===== src/rtl/led_ctrl_pkg.sv =====
// led_ctrl_pkg: shared encodings for the LED status controller.
// Contents: requester display modes, the all-off LED drive value, FSM state enum.
// Optional feature macro used by the controller: LED_PWM_EN (no effect here).
package led_ctrl_pkg;

  localparam logic [1:0] MODE_SOLID = 2'b00;
  localparam logic [1:0] MODE_BLINK = 2'b01;
  localparam logic [1:0] MODE_FLASH = 2'b10;

  // LEDs are active-low, so all ones means dark
  localparam logic [3:0] LED_OFF = 4'b1111;

  typedef enum logic [1:0] {
    IDLE = 2'd0,
    OWN  = 2'd1,
    DONE = 2'd2
  } state_e;

endpackage


===== src/rtl/led_status_ctrl_if.sv =====
// led_status_ctrl_if: request bus from N_REQ status sources into the LED controller.
// Signals: req_valid/req_pattern/req_mode (requesters -> controller),
//   grant/led_n/busy (controller -> observers); brightness added when LED_PWM_EN is defined.
interface led_status_ctrl_if #(
  parameter int N_REQ = 4
);
  logic [N_REQ-1:0]   req_valid;
  logic [4*N_REQ-1:0] req_pattern;
  logic [2*N_REQ-1:0] req_mode;
  logic [N_REQ-1:0]   grant;
  logic [3:0]         led_n;
  logic               busy;

`ifdef LED_PWM_EN
  logic [3:0] brightness;

  modport master (output req_valid, req_pattern, req_mode, brightness,
                  input  grant, led_n, busy);
  modport slave  (input  req_valid, req_pattern, req_mode, brightness,
                  output grant, led_n, busy);
`else
  modport master (output req_valid, req_pattern, req_mode,
                  input  grant, led_n, busy);
  modport slave  (input  req_valid, req_pattern, req_mode,
                  output grant, led_n, busy);
`endif
endinterface


===== src/rtl/led_tick_gen.sv =====
// led_tick_gen: free-running prescaler, one-clk tick every TICK_DIV clocks.
// Ports: clk, rst (async, active-high), tick (high on the last count before wrap).
// Only rst clears the count; grants never realign it.
module led_tick_gen #(
  parameter int TICK_DIV = 100000
) (
  input  logic clk,
  input  logic rst,
  output logic tick
);
  localparam int CW = (TICK_DIV > 1) ? $clog2(TICK_DIV) : 1;
  localparam logic [CW-1:0] LAST = CW'(TICK_DIV - 1);

  logic [CW-1:0] cnt;

  always_ff @(posedge clk or posedge rst) begin
    if (rst) begin
      cnt <= '0;
    end else if (cnt == LAST) begin
      cnt <= '0;
    end else begin
      cnt <= cnt + 1'b1;
    end
  end

  assign tick = (cnt == LAST);
endmodule


===== src/rtl/led_status_ctrl.sv =====
// led_status_ctrl: single owner of the 4 active-low board LEDs, shared by N_REQ requesters
// with fixed priority (0 highest), minimum hold before preemption, solid/blink/one-shot modes.
// Ports: clk, rst (async, active-high); bus (slave modport): req_* in, grant/led_n/busy out.
// Macro LED_PWM_EN adds bus.brightness and a 4-bit PWM gate on lit LEDs.
module led_status_ctrl
  import led_ctrl_pkg::*;
#(
  parameter int N_REQ          = 4,
  parameter int TICK_DIV       = 100000,
  parameter int BLINK_TICKS    = 250,
  parameter int MIN_HOLD_TICKS = 500
) (
  input  logic             clk,
  input  logic             rst,
  led_status_ctrl_if.slave bus
);
  localparam int OW = (N_REQ > 1) ? $clog2(N_REQ) : 1;
  localparam int HW = (MIN_HOLD_TICKS > 0) ? $clog2(MIN_HOLD_TICKS + 1) : 1;
  localparam int BW = $clog2(BLINK_TICKS + 1);
  localparam logic [HW-1:0] HOLD_MAX   = HW'(MIN_HOLD_TICKS);
  localparam logic [BW-1:0] BLINK_LAST = BW'(BLINK_TICKS - 1);

  logic tick;

  led_tick_gen #(.TICK_DIV(TICK_DIV)) u_tick (
    .clk  (clk),
    .rst  (rst),
    .tick (tick)
  );

  state_e           state_q, state_d;
  logic [OW-1:0]    owner_q, owner_d;
  logic [HW-1:0]    hold_q, hold_d;
  logic [BW-1:0]    blink_q, blink_d;
  logic [BW-1:0]    flash_q, flash_d;
  logic             phase_q, phase_d;
  logic [N_REQ-1:0] spent_q, spent_d;
  logic [N_REQ-1:0] grant_q, grant_d;
  logic [3:0]       led_q, led_d;
  logic             busy_q;

  logic [N_REQ-1:0] avail;
  logic             pick_vld, hi_vld;
  logic [OW-1:0]    pick_idx, hi_idx;
  logic             pwm_on;

  // Spent one-shot requesters sit out arbitration until they drop valid.
  assign avail = bus.req_valid & ~spent_q;

  // Lowest set index wins; hi_* only considers indices above the owner in priority.
  always_comb begin
    pick_vld = 1'b0;
    pick_idx = '0;
    hi_vld   = 1'b0;
    hi_idx   = '0;
    for (int i = N_REQ - 1; i >= 0; i--) begin
      if (avail[i]) begin
        pick_vld = 1'b1;
        pick_idx = OW'(i);
      end
      if (avail[i] && (OW'(i) < owner_q)) begin
        hi_vld = 1'b1;
        hi_idx = OW'(i);
      end
    end
  end

  always_comb begin
    state_d = state_q;
    owner_d = owner_q;
    hold_d  = hold_q;
    blink_d = blink_q;
    flash_d = flash_q;
    phase_d = phase_q;
    spent_d = spent_q & bus.req_valid;
    case (state_q)
      IDLE: begin
        if (pick_vld) begin
          state_d = OWN;
          owner_d = pick_idx;
          hold_d  = '0;
          blink_d = '0;
          flash_d = '0;
          phase_d = 1'b1;
        end
      end
      OWN: begin
        // A dropping owner always goes through IDLE, even if a preemptor is waiting.
        if (!bus.req_valid[owner_q]) begin
          state_d = IDLE;
        end else if (hi_vld && (hold_q >= HOLD_MAX)) begin
          owner_d = hi_idx;
          hold_d  = '0;
          blink_d = '0;
          flash_d = '0;
          phase_d = 1'b1;
        end else if (tick) begin
          if (hold_q != HOLD_MAX) hold_d = hold_q + 1'b1;
          // Blink phase runs in every mode so a mid-grant mode switch keeps its rhythm.
          if (blink_q == BLINK_LAST) begin
            blink_d = '0;
            phase_d = ~phase_q;
          end else begin
            blink_d = blink_q + 1'b1;
          end
          if (bus.req_mode[2*int'(owner_q) +: 2] == MODE_FLASH) begin
            if (flash_q == BLINK_LAST) begin
              state_d          = DONE;
              spent_d[owner_q] = 1'b1;
            end else begin
              flash_d = flash_q + 1'b1;
            end
          end
        end
      end
      DONE:    state_d = IDLE;
      default: state_d = IDLE;
    endcase
  end

`ifdef LED_PWM_EN
  logic [3:0] pwm_cnt;

  always_ff @(posedge clk or posedge rst) begin
    if (rst) pwm_cnt <= '0;
    else     pwm_cnt <= pwm_cnt + 1'b1;
  end

  assign pwm_on = (pwm_cnt < bus.brightness);
`else
  assign pwm_on = 1'b1;
`endif

  // Outputs are built from the next state and the live pattern/mode, then registered.
  always_comb begin
    logic [3:0] pat;
    logic [1:0] mode;
    logic [3:0] lit;
    pat     = bus.req_pattern[4*int'(owner_d) +: 4];
    mode    = bus.req_mode[2*int'(owner_d) +: 2];
    lit     = 4'b0000;
    grant_d = '0;
    if (state_d == OWN) begin
      grant_d[owner_d] = 1'b1;
      lit = (mode == MODE_BLINK && !phase_d) ? 4'b0000 : pat;
    end
    led_d = pwm_on ? ~lit : LED_OFF;
  end

  always_ff @(posedge clk or posedge rst) begin
    if (rst) begin
      state_q <= IDLE;
      owner_q <= '0;
      hold_q  <= '0;
      blink_q <= '0;
      flash_q <= '0;
      phase_q <= 1'b0;
      spent_q <= '0;
      grant_q <= '0;
      led_q   <= LED_OFF;
      busy_q  <= 1'b0;
    end else begin
      state_q <= state_d;
      owner_q <= owner_d;
      hold_q  <= hold_d;
      blink_q <= blink_d;
      flash_q <= flash_d;
      phase_q <= phase_d;
      spent_q <= spent_d;
      grant_q <= grant_d;
      led_q   <= led_d;
      busy_q  <= |grant_d;
    end
  end

  assign bus.grant = grant_q;
  assign bus.led_n = led_q;
  assign bus.busy  = busy_q;
endmodule

===== src/flat_wrapper.sv =====
// flat-port wrapper written by rule: the top's interface ports become plain ports
module led_status_ctrl_flat import led_ctrl_pkg::*;
#(
  parameter int N_REQ          = 4,
  parameter int TICK_DIV       = 100000,
  parameter int BLINK_TICKS    = 250,
  parameter int MIN_HOLD_TICKS = 500
)
  (clk, rst, bus_req_valid, bus_req_pattern, bus_req_mode, bus_grant, bus_led_n, bus_busy);
  led_status_ctrl_if #(.N_REQ(N_REQ)) bus_i ();
  input  logic clk;
  input  logic rst;
  input wire logic [$bits(bus_i.req_valid)-1:0] bus_req_valid;
  input wire logic [$bits(bus_i.req_pattern)-1:0] bus_req_pattern;
  input wire logic [$bits(bus_i.req_mode)-1:0] bus_req_mode;
  output wire logic [$bits(bus_i.grant)-1:0] bus_grant;
  output wire logic [$bits(bus_i.led_n)-1:0] bus_led_n;
  output wire logic [$bits(bus_i.busy)-1:0] bus_busy;
  assign bus_i.req_valid = bus_req_valid;
  assign bus_i.req_pattern = bus_req_pattern;
  assign bus_i.req_mode = bus_req_mode;
  assign bus_grant = bus_i.grant;
  assign bus_led_n = bus_i.led_n;
  assign bus_busy = bus_i.busy;
  led_status_ctrl #(.N_REQ(N_REQ), .TICK_DIV(TICK_DIV), .BLINK_TICKS(BLINK_TICKS), .MIN_HOLD_TICKS(MIN_HOLD_TICKS)) u_core (.clk(clk), .rst(rst), .bus(bus_i));
endmodule

===== config.mk =====
export PLATFORM = sky130hd
export DESIGN_NAME = led_status_ctrl_flat
export DESIGN_NICKNAME = d
export VERILOG_FILES = /design/src/rtl/led_ctrl_pkg.sv /design/src/rtl/led_status_ctrl_if.sv /design/src/rtl/led_tick_gen.sv /design/src/rtl/led_status_ctrl.sv /design/src/flat_wrapper.sv
export SDC_FILE = /design/constraint.sdc
export NUM_CORES = 1
export LEC_CHECK = 0
export ABC_AREA = 1
export CAP_MARGIN = 0
export CORE_AREA = 5 5 103 105
export DETAILED_ROUTE_END_ITERATION = 8
export DIE_AREA = 0 0 108 110
export PLACE_DENSITY = 0.55
export SYNTH_ARGS = -nofsm -noshare
export SYNTH_HDL_FRONTEND = slang
export SYNTH_HIERARCHICAL = 1
export SYNTH_SLANG_ARGS = --single-unit
export TNS_END_PERCENT = 30

===== constraint.sdc =====
create_clock -name clk -period 4.3 [get_ports clk]
set_input_delay 0.645 -clock clk [delete_from_list [all_inputs] [get_ports clk]]
set_output_delay 0.645 -clock clk [all_outputs]
set_load 0.03 [all_outputs]

==> reports/summary.md, run 1 <==
The run finished with clean final reports. The first global-routing pass estimated 15,300 um of wire. The pin count of the biggest net entering global routing is 44.

The instance area after placement is 4260 sq um, and the layout cell share with drive strength beyond 1 is 12.0%. Of all nets on the critical path, the largest fanout is 15. By area the synthesized netlist is led by sky130_fd_sc_hd__dfrtp_1 37%, sky130_fd_sc_hd__nand2_1 14%, sky130_fd_sc_hd__inv_1 5.9%. The number of nets handed over by synthesis was 545. The warning count from the yosys run came out at 6. Data arrival time of the critical path: 2.75 ns. The count of boundary I/O pins is 39. The height of the chip is 110 um, and the cell area after layout is 4420 sq um.

The count of hold buffers inserted by post-cts repair is 0. The minimum clock period after layout is 2.48 ns, and the area taken by flip-flops and latches is 1510 sq um. In this run the clock root is driven by a sky130_fd_sc_hd__clkbuf_8. For the number of pins with negative max-slew slack in the final report, the log shows 0.

The worst pin sits at a relative slew slack of 37.6%. Buffers added to address setup during post-CTS repair amount to 0. The synthesized design spends more area on one cell type than any other, namely sky130_fd_sc_hd__dfrtp_1. The congestion estimate from routability-driven global placement came to 0.853. The clock-pin slew on the worst setup and hold paths was 0.06 ns. The logs give 11,900 sq um for the overall die area and 0 for the number of failing hold endpoints at the final stage. The number of different library cells used by synthesis comes to 41. The die extent in x works out to 108 um. Of the post-synthesis cell area, the dominant cell type holds 37.4%.

The post-route clock period utilization was 57.6%; the sum of negative setup slack was 0 ns. The final worst slack is 1.82 ns. Using the TritonRoute via totals, the vias-per-cell ratio works out to 4.83. Counting flops and latches in the post-synthesis netlist gives 60. The floorplan has 36 rows.

The number of antenna diodes in the final layout is 0. In this run the static leakage power is 2.12 nW. The tools report the launching element of the worst setup path as bus_req_valid[0]. The maximum clock rate was 0.404 GHz; the via count of the routed design was 3,339.

The tools report the number of antenna violations at the first check in global routing as 0. The tools report the area of the multi-input gates as 1920 sq um. The worst setup path is of the input port to register kind.

Input and output buffers added on the ports amount to 38. The detailed router finished its first iteration with 109 violations. Setup violations remaining at the end of the flow were counted as 0.

The worst-case IR drop observed on VDD is 0.173 mV. Setup repair after global routing left no endpoint under its margin. The area of the placeable core came out at 9550 sq um. At the later pin of the worst-skew pair, clock insertion delay measures 0.34 ns. The worst hold path begins at u_core/u_tick/cnt[0]. The pin slew with the least headroom to its limit is 0.934 ns. TritonCTS built the clock tree.

The synthesized netlist cell count was 508; the detailed-placement wirelength estimate was 6700 um. The run gives 591 as the post-layout net count. In this run, CTS created clock tree buffers numbering 9. In this run, post-CTS repair resized a total of 0 instances. After filler insertion, the fill cell instance count of the layout stands at 984. For the worst setup path, the data required time is 4.58 ns.

The element type at the critical path end was a register. The tools report the leftover overflow at the end of global routing as 0. The area growth from synthesis to layout is 18.2%. For this run, the total global-route usage over all layers was measured as 16.2%.

OpenSTA, run right after detailed placement, puts the worst setup slack at 1.46 ns. For this design the ratio of total power to cell area is 482 nW/um^2. The average size of a mapped cell came out at 7.37 sq um. The number of buffers on the longest clock path was 2; the final routed wire length divided by cell count was 12.7 um. The total of max-cap violations was 0. The source of the worst register-to-register timing path is u_core/u_tick/cnt[0]. In this run the worst hold path is classified as register to register. The post-detailed-routing wire length was 8760 um. The post-detailed-route count of antenna-violating nets was 0; the detailed-routing iteration count for the pre-antenna-repair pass was 5.

The tools report the via count of the first global-routing pass as 3,332. The run gives 0.00878 ns as the setup skew after layout. The type of origin of the critical path was an input port. The synthesized cell area was 3740 sq um; the hold slack was 0.490 ns.

In the routed design, unresolved DRC markers number 0. The starting density of the core is 39.2%, and the H-tree depth is 3. Counting every sink on the clock net gives 60. Sequential elements use 40.2% of the synthesized area.
[synthesized netlist by cell type, drive strengths merged]
master / instances
a21boi: 1
a21oi: 20
a22o: 2
a22oi: 1
a2bb2oi: 1
a31oi: 2
buf: 4
dfrtp: 56
dfstp: 4
ha: 7
inv: 73
nand2: 152
nand3: 45
nand3b: 2
nand4: 10
nor2: 66
nor3: 20
nor3b: 2
nor4: 3
o21a: 2
o21ai: 22
o22ai: 1
xnor2: 1
xor2: 11
[cells by family after synthesis]
kind of cell	synth area share, %
simple gates	38.1
buf+inv	8.52
flops	40.2
compound gates	8.02
xor+xnor	2.81
fa+ha+maj	2.34
[flip-flops by register name, summed over array words and instances (netlist names)]
| signal | flops |
|---|---|
| u_core/bus.busy | 1 |
| u_core/blink_q | 8 |
| u_core/flash_q | 8 |
| u_core/state_q | 2 |
| u_core/hold_q | 9 |
| u_core/bus.grant | 4 |
| u_core/u_tick/cnt | 17 |
| u_core/bus.led_n | 4 |
| u_core/spent_q | 4 |
| u_core/owner_q | 2 |
| u_core/phase_q | 1 |
[worst paths after layout]
kind	endpoint	slack (ns)	cells after the start
setup / recovery	u_core/bus.led_n[2]	1.82	15
hold reg to reg	u_core/u_tick/cnt[0]	0.49	1
hold / removal	u_core/u_tick/cnt[0]	0.49	1
setup reg to reg	u_core/flash_q[6]	2.02	13
max in group asynchronous	u_core/bus.grant[1]	2.85	2
min in group asynchronous	u_core/u_tick/cnt[2]	0.75	2
[critical path, stage by stage]
cell and delay, ns:
sky130_fd_sc_hd__clkdlybuf4s50_1 0.53, sky130_fd_sc_hd__inv_2 0.07, sky130_fd_sc_hd__nor2_4 0.11, sky130_fd_sc_hd__nand2_2 0.08
sky130_fd_sc_hd__nand3_4 0.11, sky130_fd_sc_hd__nand3_2 0.09, sky130_fd_sc_hd__nand2_1 0.08, sky130_fd_sc_hd__nand3_2 0.20
sky130_fd_sc_hd__nand2_2 0.30, sky130_fd_sc_hd__inv_1 0.11, sky130_fd_sc_hd__nand3_1 0.09, sky130_fd_sc_hd__nand2_1 0.05
sky130_fd_sc_hd__inv_1 0.06, sky130_fd_sc_hd__nand3_1 0.13, sky130_fd_sc_hd__nand2_1 0.10
[routing by layer]
layer  vias up  GRT usage (%)  wire (um)
met5         -              0          0
met4         0           6.40         80
met3         4           3.38        286
met2        62           27.3       4260
met1      1555           20.4       4140
li1       1718              -          -
[power breakdown]
group / switching, mW / internal, mW / total, mW
logic: 0.649 / 0.309 / 0.957
registers: 0.0790 / 0.659 / 0.738
clock network: 0.214 / 0.223 / 0.437
[cells in the final DEF (no fill, tap or decap), types with 3 or more instances in the layout]
| cell | netlist | final |
|---|---|---|
| sky130_fd_sc_hd__nand3_1 | 40 | 40 |
| sky130_fd_sc_hd__nor2_1 | 54 | 54 |
| sky130_fd_sc_hd__nor3_1 | 19 | 19 |
| sky130_fd_sc_hd__clkbuf_8 | 0 | 10 |
| sky130_fd_sc_hd__a21oi_1 | 18 | 18 |
| sky130_fd_sc_hd__inv_2 | 12 | 13 |
| sky130_fd_sc_hd__nor2_2 | 7 | 7 |
| sky130_fd_sc_hd__clkdlybuf4s50_1 | 0 | 38 |
| sky130_fd_sc_hd__nand2_2 | 8 | 8 |
| sky130_fd_sc_hd__nand2_4 | 4 | 4 |
| sky130_fd_sc_hd__nand3_2 | 4 | 4 |
| sky130_fd_sc_hd__nand4_1 | 9 | 9 |
| sky130_fd_sc_hd__clkbuf_1 | 0 | 3 |
| sky130_fd_sc_hd__clkinv_2 | 0 | 3 |
| sky130_fd_sc_hd__dfrtp_1 | 56 | 56 |
| sky130_fd_sc_hd__ha_1 | 7 | 7 |
| sky130_fd_sc_hd__inv_1 | 59 | 58 |
| sky130_fd_sc_hd__nand2_1 | 140 | 140 |
| sky130_fd_sc_hd__xor2_1 | 11 | 11 |
| sky130_fd_sc_hd__dfstp_2 | 4 | 4 |
| sky130_fd_sc_hd__nor2_4 | 4 | 4 |
| sky130_fd_sc_hd__o21ai_0 | 18 | 18 |
| sky130_fd_sc_hd__o21ai_1 | 4 | 4 |
[layout make-up]
class	count	share of cell area (%)
clock buffer	13	3.37
tap	133	3.76
sequential	60	34.0
multi-input combinational	371	43.4
clock inverter	3	0.339
inverter	73	6.36
timing repair buffer	39	8.77
[metrics by stage]
stage	instances	utilization [%]	power, mW
2_1_floorplan	508	-	1.46
3_3_place_gp	676	44.6	1.70
3_5_place_dp	676	44.6	1.70
4_1_cts	692	46.3	2.16
5_1_grt	692	46.3	2.31
6_report	692	46.3	2.13
Note: power is estimated with default switching activity, not from simulation.
==> run 2: changes to the inputs <==
==> constraint.sdc (replaced) <==
create_clock -name clk -period 2.4 [get_ports clk]
set_input_delay 0.36 -clock clk [delete_from_list [all_inputs] [get_ports clk]]
set_output_delay 0.36 -clock clk [all_outputs]
set_load 0.03 [all_outputs]
==> run 2 against run 1 <==
Effect of this change: clock skew hardly changed; via count is 0.36% lower; first-iteration DRC count rose by 61%; largest power group unchanged; die area unchanged; critical endpoint is now u_core/hold_q[5]; sequential share of layout area fell by 1.1 points; final area increased by 3.4%; utilization increased by 1.6 points.
==> reports/summary.md, run 2 (same netlist as run 1, synthesis figures left out) <==
Clock-pin slew on the worst setup and hold paths: 0.07 ns (about the same). The run gives 44 (unchanged) as the pin count of the biggest net entering global routing. The final routed DRC violation total came out at 0 (unchanged). The worst setup path is captured at a register. The leftover overflow at the end of global routing was 0 (unchanged). The min-delay analysis places its worst path in the category input port to async pin.

The logs give 4.04 mW (+89%) for the overall power and 39.2% (unchanged) for the starting density of the core. The run gives 8470 um (-3.4%) as the post-detailed-routing wire length. Counting flops per register, the top entry is u_core/u_tick/cnt. The via count of the routed design came out at 3,327 (-0.36%). For the end-of-flow core utilization, the log shows 47.9% (+1.6 points). The tools report the type of origin of the critical path as a register. The first-pass GRT wire length came out at 15,200 um (-0.63%). The filler cell count in the final layout was 1,012 (+2.8%).

The logs give 2.36 ns (-0.39 ns) for the data arrival time of the critical path and 0 (unchanged) for the total of max-cap violations. Setup repair after global routing left no endpoint under its margin. The tools report the insertion delay to the later sink of the worst-skew pair as 0.33 ns (about the same). Cell chosen for the clock root: sky130_fd_sc_hd__clkbuf_8. In the final layout, the registers with the most flip-flops are u_core/u_tick/cnt (17), u_core/hold_q (9). The number of clock sinks is 60 (unchanged), and the area of the placeable core is 9550 sq um (unchanged). The critical path is of the register to register type. The required time of the critical path was 2.67 ns (-1.91 ns).

H-tree depth: 3 (unchanged). The via-per-instance ratio is 4.71 (-2.5%), and the area taken by flip-flops and latches is 1510 sq um (unchanged). Post-detailed-route count of antenna-violating nets: 0 (unchanged). TritonCTS built the clock tree. The layout cell share with drive strength beyond 1 was 14.6% (+2.6 points). The ratio of total power to cell area works out to 883 nW/um^2 (+83%).

The count of hold buffers inserted by post-cts repair was 0 (unchanged). The number of pins with negative max-slew slack in the final report was 0 (unchanged); the minimum clock period after layout was 2.09 ns. The headroom to the max-slew limit is 57.4% (+20 points). The sum of negative setup slack was 0 ns (unchanged). The leakage power was 2.20 nW (+3.8%); the port buffer count was 38 (unchanged). The largest fanout of any net on the critical path is 11 (-4).

The final routed wire length divided by cell count came out at 12.0 um (-5.4%). The run gives 15.9% (-0.27 points) as the total track usage. Final worst slack: 0.313 ns (-1.51 ns). The area growth from synthesis to layout was 22.2%. The setup skew after layout came out at 0.00831 ns (-0.000475 ns). In the layout the commonest cells are 140 x sky130_fd_sc_hd__nand2_1, 58 x sky130_fd_sc_hd__inv_1, 56 x sky130_fd_sc_hd__dfrtp_1.

The worst register-to-register path begins at u_core/u_tick/cnt[0]. The flow ran to the end, and the final reports show no timing, DRC or antenna violations. The maximum ir drop on the vdd rail is 0.499 mV (+190%). The pin slew with the least headroom to its limit is 0.639 ns (-0.295 ns).

The tools report the buffers inserted during post-CTS setup optimization as 0 (unchanged). The total setup violations reported at the end of the flow is 0 (unchanged), and the cell depth of the worst flop-to-flop path is 15 (+2). The worst slack at placement is 0.0714 ns (-1.39 ns), and the area of the multi-input gates is 1920 sq um (unchanged). The tools report the number of antenna violations at the first check in global routing as 0 (unchanged). The post-cts sizing count is 0 (unchanged).

The tools report the number of buffers on the longest clock path as 2 (unchanged). The tools report the detailed-placement wirelength estimate as 6640 um (-0.82%). The number of flip-flops in the largest register was 17 (unchanged). The reg-to-reg setup timing slack is 0.31 ns (-1.71 ns), and the antenna diode count is 0 (unchanged).

The worst register-to-register path ends at u_core/hold_q[5]. The DRC marker count from the first detailed-route iteration was 175 (+61%); the overall die area was 11,900 sq um (unchanged). The via count of the first global-routing pass was 3,329 (-0.090%). The run gives 39 (unchanged) as the count of boundary I/O pins. Number of failing hold endpoints at the final stage: 0 (unchanged). The number of buffers created by CTS is 9 (unchanged), and the global placer's final weighted congestion is 0.851 (-0.27%). Based on the critical path, the design can be clocked at up to 0.479 GHz. The delay contributed by the slowest stage of the critical path was 0.40 ns (-0.13 ns). The height of the chip is 110 um (unchanged). The die extent in x was 108 um (unchanged). The tools report the number of core rows as 36 (unchanged).

The signal on the critical path passes through ha_1 -> nand2_1 -> inv_2 -> nand2_1 -> nor2_2 -> nand2_1 -> inv_2 -> inv_1 -> nand2_4 -> nand2_4 -> a21oi_4 -> nand3_2 -> nor2_1 -> nor2_1 -> nor2_1. Post-route clock period utilization: 86.9%. The slowest stage of the critical path is the sky130_fd_sc_hd__dfrtp_1 cell. The library cell used most frequently in the layout, excluding fill and tap cells, is sky130_fd_sc_hd__nand2_1. Detailed-routing iteration count for the pre-antenna-repair pass: 4 (-1).

The post-layout net count is 606 (+2.5%).
[run 2: changes by cell type in the layout (fill, tap and decap cells not counted), sizes merged]
cell,previous run,this run
clkinvlp,0,2
buf,1,16
clkinv,3,1
[run 2: critical path, delay by kind of cell, from the launching register on]
| family | cells | cell delay (ns) |
|---|---|---|
| compound gates | 1 | 0.22 |
| fa+ha+maj | 1 | 0.21 |
| buf+inv | 3 | 0.30 |
| flops | 1 | 0.40 |
| simple gates | 10 | 0.87 |
[run 2: how the worst max path moves through the flow]
| stage | start | endpoint |
|---|---|---|
| floorplan | u_core/u_tick/cnt[0] | u_core/blink_q[6] |
| global placement | bus_req_valid[1] | u_core/bus.led_n[0] |
| detailed placement | bus_req_valid[0] | u_core/bus.led_n[3] |
| CTS | u_core/u_tick/cnt[0] | u_core/hold_q[4] |
| global route | u_core/u_tick/cnt[0] | u_core/bus.led_n[3] |
| finish | u_core/u_tick/cnt[0] | u_core/hold_q[5] |
[run 2: per-stage QoR]
stage,cell area [sq um],cells,hold slack [ns]
after global routing,4570,707,0.511
after CTS,4570,707,0.471
after floorplan,3740,508,0.286
final,4570,707,0.459
after detailed placement,4390,691,0.489
after global placement,4390,691,0.486
[run 2: routing by layer]
layer | GRT usage [%] | up-vias | wire length, um
li1 | - | 1748 | -
met1 | 19.9 | 1505 | 3870
met2 | 26.9 | 63 | 4110
met3 | 2.85 | 11 | 332
met4 | 7.21 | 0 | 151
met5 | 0 | - | 0
[run 2: area by class of cell]
cell class / instances / area share [%]
clock inverters: 3 / 0.438
repair buffers: 54 / 11.2
inverters: 73 / 6.15
flip-flops and latches: 60 / 32.9
multi-input cells: 371 / 41.9
well taps: 133 / 3.64
clock buffers: 13 / 3.69
[run 2: power by group]
group	switching [mW]	internal, mW	total (mW)
sequential	0.121	1.18	1.30
clock	0.386	0.458	0.844
combinational	1.18	0.708	1.89
==> run 3: changes to the inputs <==
--- a/config.mk
+++ b/config.mk
@@ -7,10 +7,12 @@
 export LEC_CHECK = 0
 export ABC_AREA = 1
 export CAP_MARGIN = 0
+export CELL_PAD_IN_SITES_DETAIL_PLACEMENT = 0
+export CELL_PAD_IN_SITES_GLOBAL_PLACEMENT = 1
 export CORE_AREA = 5 5 103 105
 export DETAILED_ROUTE_END_ITERATION = 8
 export DIE_AREA = 0 0 108 110
-export PLACE_DENSITY = 0.55
+export PLACE_DENSITY = 0.72
 export SYNTH_ARGS = -nofsm -noshare
 export SYNTH_HDL_FRONTEND = slang
 export SYNTH_HIERARCHICAL = 1
==> run 3 against run 2 <==
Effect of this change: power is 2.4% higher; setup slack worse by 0.029 ns; register-to-register slack hardly changed; wire length is 4.7% higher; die area stayed put; clock-buffer cell count is 1 higher; critical path depth is 2 lower; combinational power hardly changed; global-route usage is 1.1 points higher; cell count is 0.42% higher; fmax is 1.4% lower; largest cell class unchanged; largest power group unchanged.
==> reports/summary.md, run 3 (same netlist as run 1, synthesis figures left out) <==
In this design, the critical path's most frequently occurring cell is sky130_fd_sc_hd__nand2_1. The met3 layer usage reported by global route is 2.68% (-0.17 points). The tree is rooted in a sky130_fd_sc_hd__clkbuf_8. Height of the chip: 110 um (unchanged). The number of buffers created by CTS was 9 (unchanged). The largest fanout of any net on the critical path is 15 (+4), and the required time of the critical path is 2.66 ns (about the same). The number of logic stages on the critical path including buffering works out to 13 (-2). The number of failing hold endpoints at the final stage was 0 (unchanged). The logs give 9550 sq um (unchanged) for the area of the placeable core and 20.6% (+0.71 points) for the met1 usage. The worst setup path is captured at a register. The run gives 11,900 sq um (unchanged) as the overall die area.

The leftover overflow at the end of global routing came out at 0 (unchanged). The layout cell share with drive strength beyond 1 came out at 14.7% (+0.097 points). The logs give 48.2% (+0.33 points) for the end-of-flow core utilization and 8860 um (+4.7%) for the post-detailed-routing wire length. The register with the most flip-flops in the final layout is u_core/u_tick/cnt.

The instance area after placement came out at 4410 sq um (+0.51%). The via-per-instance ratio was 4.77 (+1.3%); the number of flip-flops in the largest register was 17 (unchanged). The cell with the largest stage delay on the worst path was sky130_fd_sc_hd__clkdlybuf4s50_1. met2 is the most crowded layer.

The run gives 0 (unchanged) as the buffers inserted during post-CTS setup optimization. For the global placer's final weighted congestion, the log shows 0.816 (-4.0%). Number of buffers on the longest clock path: 2 (unchanged). For the number of pins with negative max-slew slack in the final report, the log shows 0 (unchanged). The count of buffer and inverter cells on the critical path works out to 2 (-1). The sum of negative setup slack is 0 ns (unchanged).

The total track usage came out at 17.0% (+1.1 points). The tools report the count of hold buffers inserted by post-cts repair as 0 (unchanged). Traced cell by cell, the critical path runs through clkdlybuf4s50_1 -> inv_2 -> o21ai_1 -> nor2_1 -> nand2_1 -> nand2_1 -> a21oi_1 -> nand2_2 -> nand2_1 -> nor2_1 -> a21oi_1 -> nand3_1 -> nand2_1. The endpoint identified for the worst register-to-register timing path is u_core/bus.led_n[2]. For the data arrival time of the critical path, the log shows 2.38 ns (+0.02 ns). Setup repair after global routing left no endpoint under its margin. The DRC marker count from the first detailed-route iteration was 124 (-29%); the post-route clock period utilization was 88.1% (+1.2 points). The clock-pin slew on the worst setup and hold paths was 0.07 ns (about the same). Die extent in x: 108 um (unchanged).

The path class of the lowest-slack min-delay path is input port to async pin. The total setup violations reported at the end of the flow was 0 (unchanged); the detailed-placement wirelength estimate was 7010 um (+5.5%). The pin slew with the least headroom to its limit was 0.691 ns (+0.0522 ns); the cell area after layout was 4610 sq um (+0.68%). The detailed-routing iteration count for the pre-antenna-repair pass was 4 (unchanged); the minimum clock period after layout was 2.12 ns (+0.0286 ns). Final routed DRC violation total: 0 (unchanged). TritonCTS built the clock tree. The first-pass GRT wire length is 16,200 um (+6.5%).

In the layout the commonest cells are 140 x sky130_fd_sc_hd__nand2_1, 58 x sky130_fd_sc_hd__inv_1, 56 x sky130_fd_sc_hd__dfrtp_1. The post-layout net count is 609 (+0.50%), and the port buffer count is 38 (unchanged). The number of core rows came out at 36 (unchanged). The via count of the first global-routing pass is 3,507 (+5.3%), and the via count of the routed design is 3,385 (+1.7%).

The critical path is of the input port to register type. The source of the worst register-to-register timing path is u_core/owner_q[0]. The logs give 0 (unchanged) for the number of antenna violations at the first check in global routing and 53.9% (-3.5 points) for the headroom to the max-slew limit. The ratio of total power to cell area came out at 897 nW/um^2 (+1.7%). The tools report the insertion delay to the later sink of the worst-skew pair as 0.33 ns (about the same). The run gives 60 (unchanged) as the number of clock sinks. The run gives 0.472 mV (-5.4%) as the maximum ir drop on the vdd rail. Final routed wire length divided by cell count: 12.5 um (+4.2%). The pin count of the biggest net entering global routing is 19 (-57%). The worst setup path is launched from an input port. The reg-to-reg setup timing slack is 0.32 ns (about the same). The largest registers in the layout are u_core/u_tick/cnt (17), u_core/hold_q (9). The leakage power is 2.22 nW (+1.1%), and the total of max-cap violations is 0 (unchanged).

The run finished with clean final reports. The run gives 0 (unchanged) as the post-detailed-route count of antenna-violating nets. The maximum clock rate came out at 0.473 GHz (-1.4%).

The delay contributed by the slowest stage of the critical path was 0.52 ns (+0.12 ns); the H-tree depth was 3 (unchanged). The antenna diode count was 0 (unchanged); the count of boundary I/O pins was 39 (unchanged). The cell depth of the worst flop-to-flop path is 15 (unchanged).

Leaving out fill and tap cells, the most frequent cell in the layout is sky130_fd_sc_hd__nand2_1. The post-cts sizing count is 0 (unchanged), and the starting density of the core is 39.2% (unchanged). Gate family responsible for the most delay along the worst path: simple AND/OR/NAND/NOR gates. The met2 usage was 30.6% (+3.8 points). The area growth from synthesis to layout was 23.0%; the setup skew after layout was 0.0128 ns (+0.00445 ns).
run 3: worst max-delay path by stage:
| stage | from | end | slack (ns) |
|---|---|---|---|
| after floorplan | u_core/u_tick/cnt[0] | u_core/blink_q[6] | 0.54 |
| after global placement | bus_req_valid[0] | u_core/bus.led_n[3] | 0.03 |
| after detailed placement | bus_req_valid[0] | u_core/bus.led_n[2] | -0.05 |
| after CTS | u_core/owner_q[0] | u_core/bus.led_n[2] | 0.28 |
| after global routing | u_core/u_tick/cnt[0] | u_core/bus.led_n[2] | 0.02 |
| final | bus_req_valid[0] | u_core/bus.led_n[2] | 0.28 |
run 3: through the flow:
stage	power (mW)	setup slack (ns)	hold WS (ns)	cells
2_1_floorplan	2.62	0.544	0.286	508
3_3_place_gp	3.23	0.0316	0.467	694
3_5_place_dp	3.25	-0.0484	0.478	694
4_1_cts	4.20	0.276	0.340	710
5_1_grt	4.49	0.0176	0.354	710
6_report	4.13	0.285	0.333	710
run 3: report_power, final:
part | internal [mW] | total [mW] | switching, mW
Combinational | 0.704 | 1.89 | 1.19
Sequential | 1.18 | 1.32 | 0.138
Clock | 0.537 | 0.920 | 0.383
Total | 2.42 | 4.13 | 1.71
run 3: layer usage:
| layer | up-vias | wire (um) |
|---|---|---|
| met1 | 1559 | 3950 |
| met4 | 0 | 127 |
| li1 | 1757 | - |
| met2 | 58 | 4490 |
| met3 | 11 | 289 |
| met5 | - | 0 |
run 3: final cells by class:
| class | count | area [sq um] |
|---|---|---|
| clock buffers | 14 | 163 |
| clock inverters | 2 | 35.0 |
| fillers | 982 | 4940 |
| inverters | 73 | 282 |
| multi-input cells | 371 | 1920 |
| flip-flops and latches | 60 | 1510 |
| well taps | 133 | 166 |
| repair buffers | 57 | 536 |
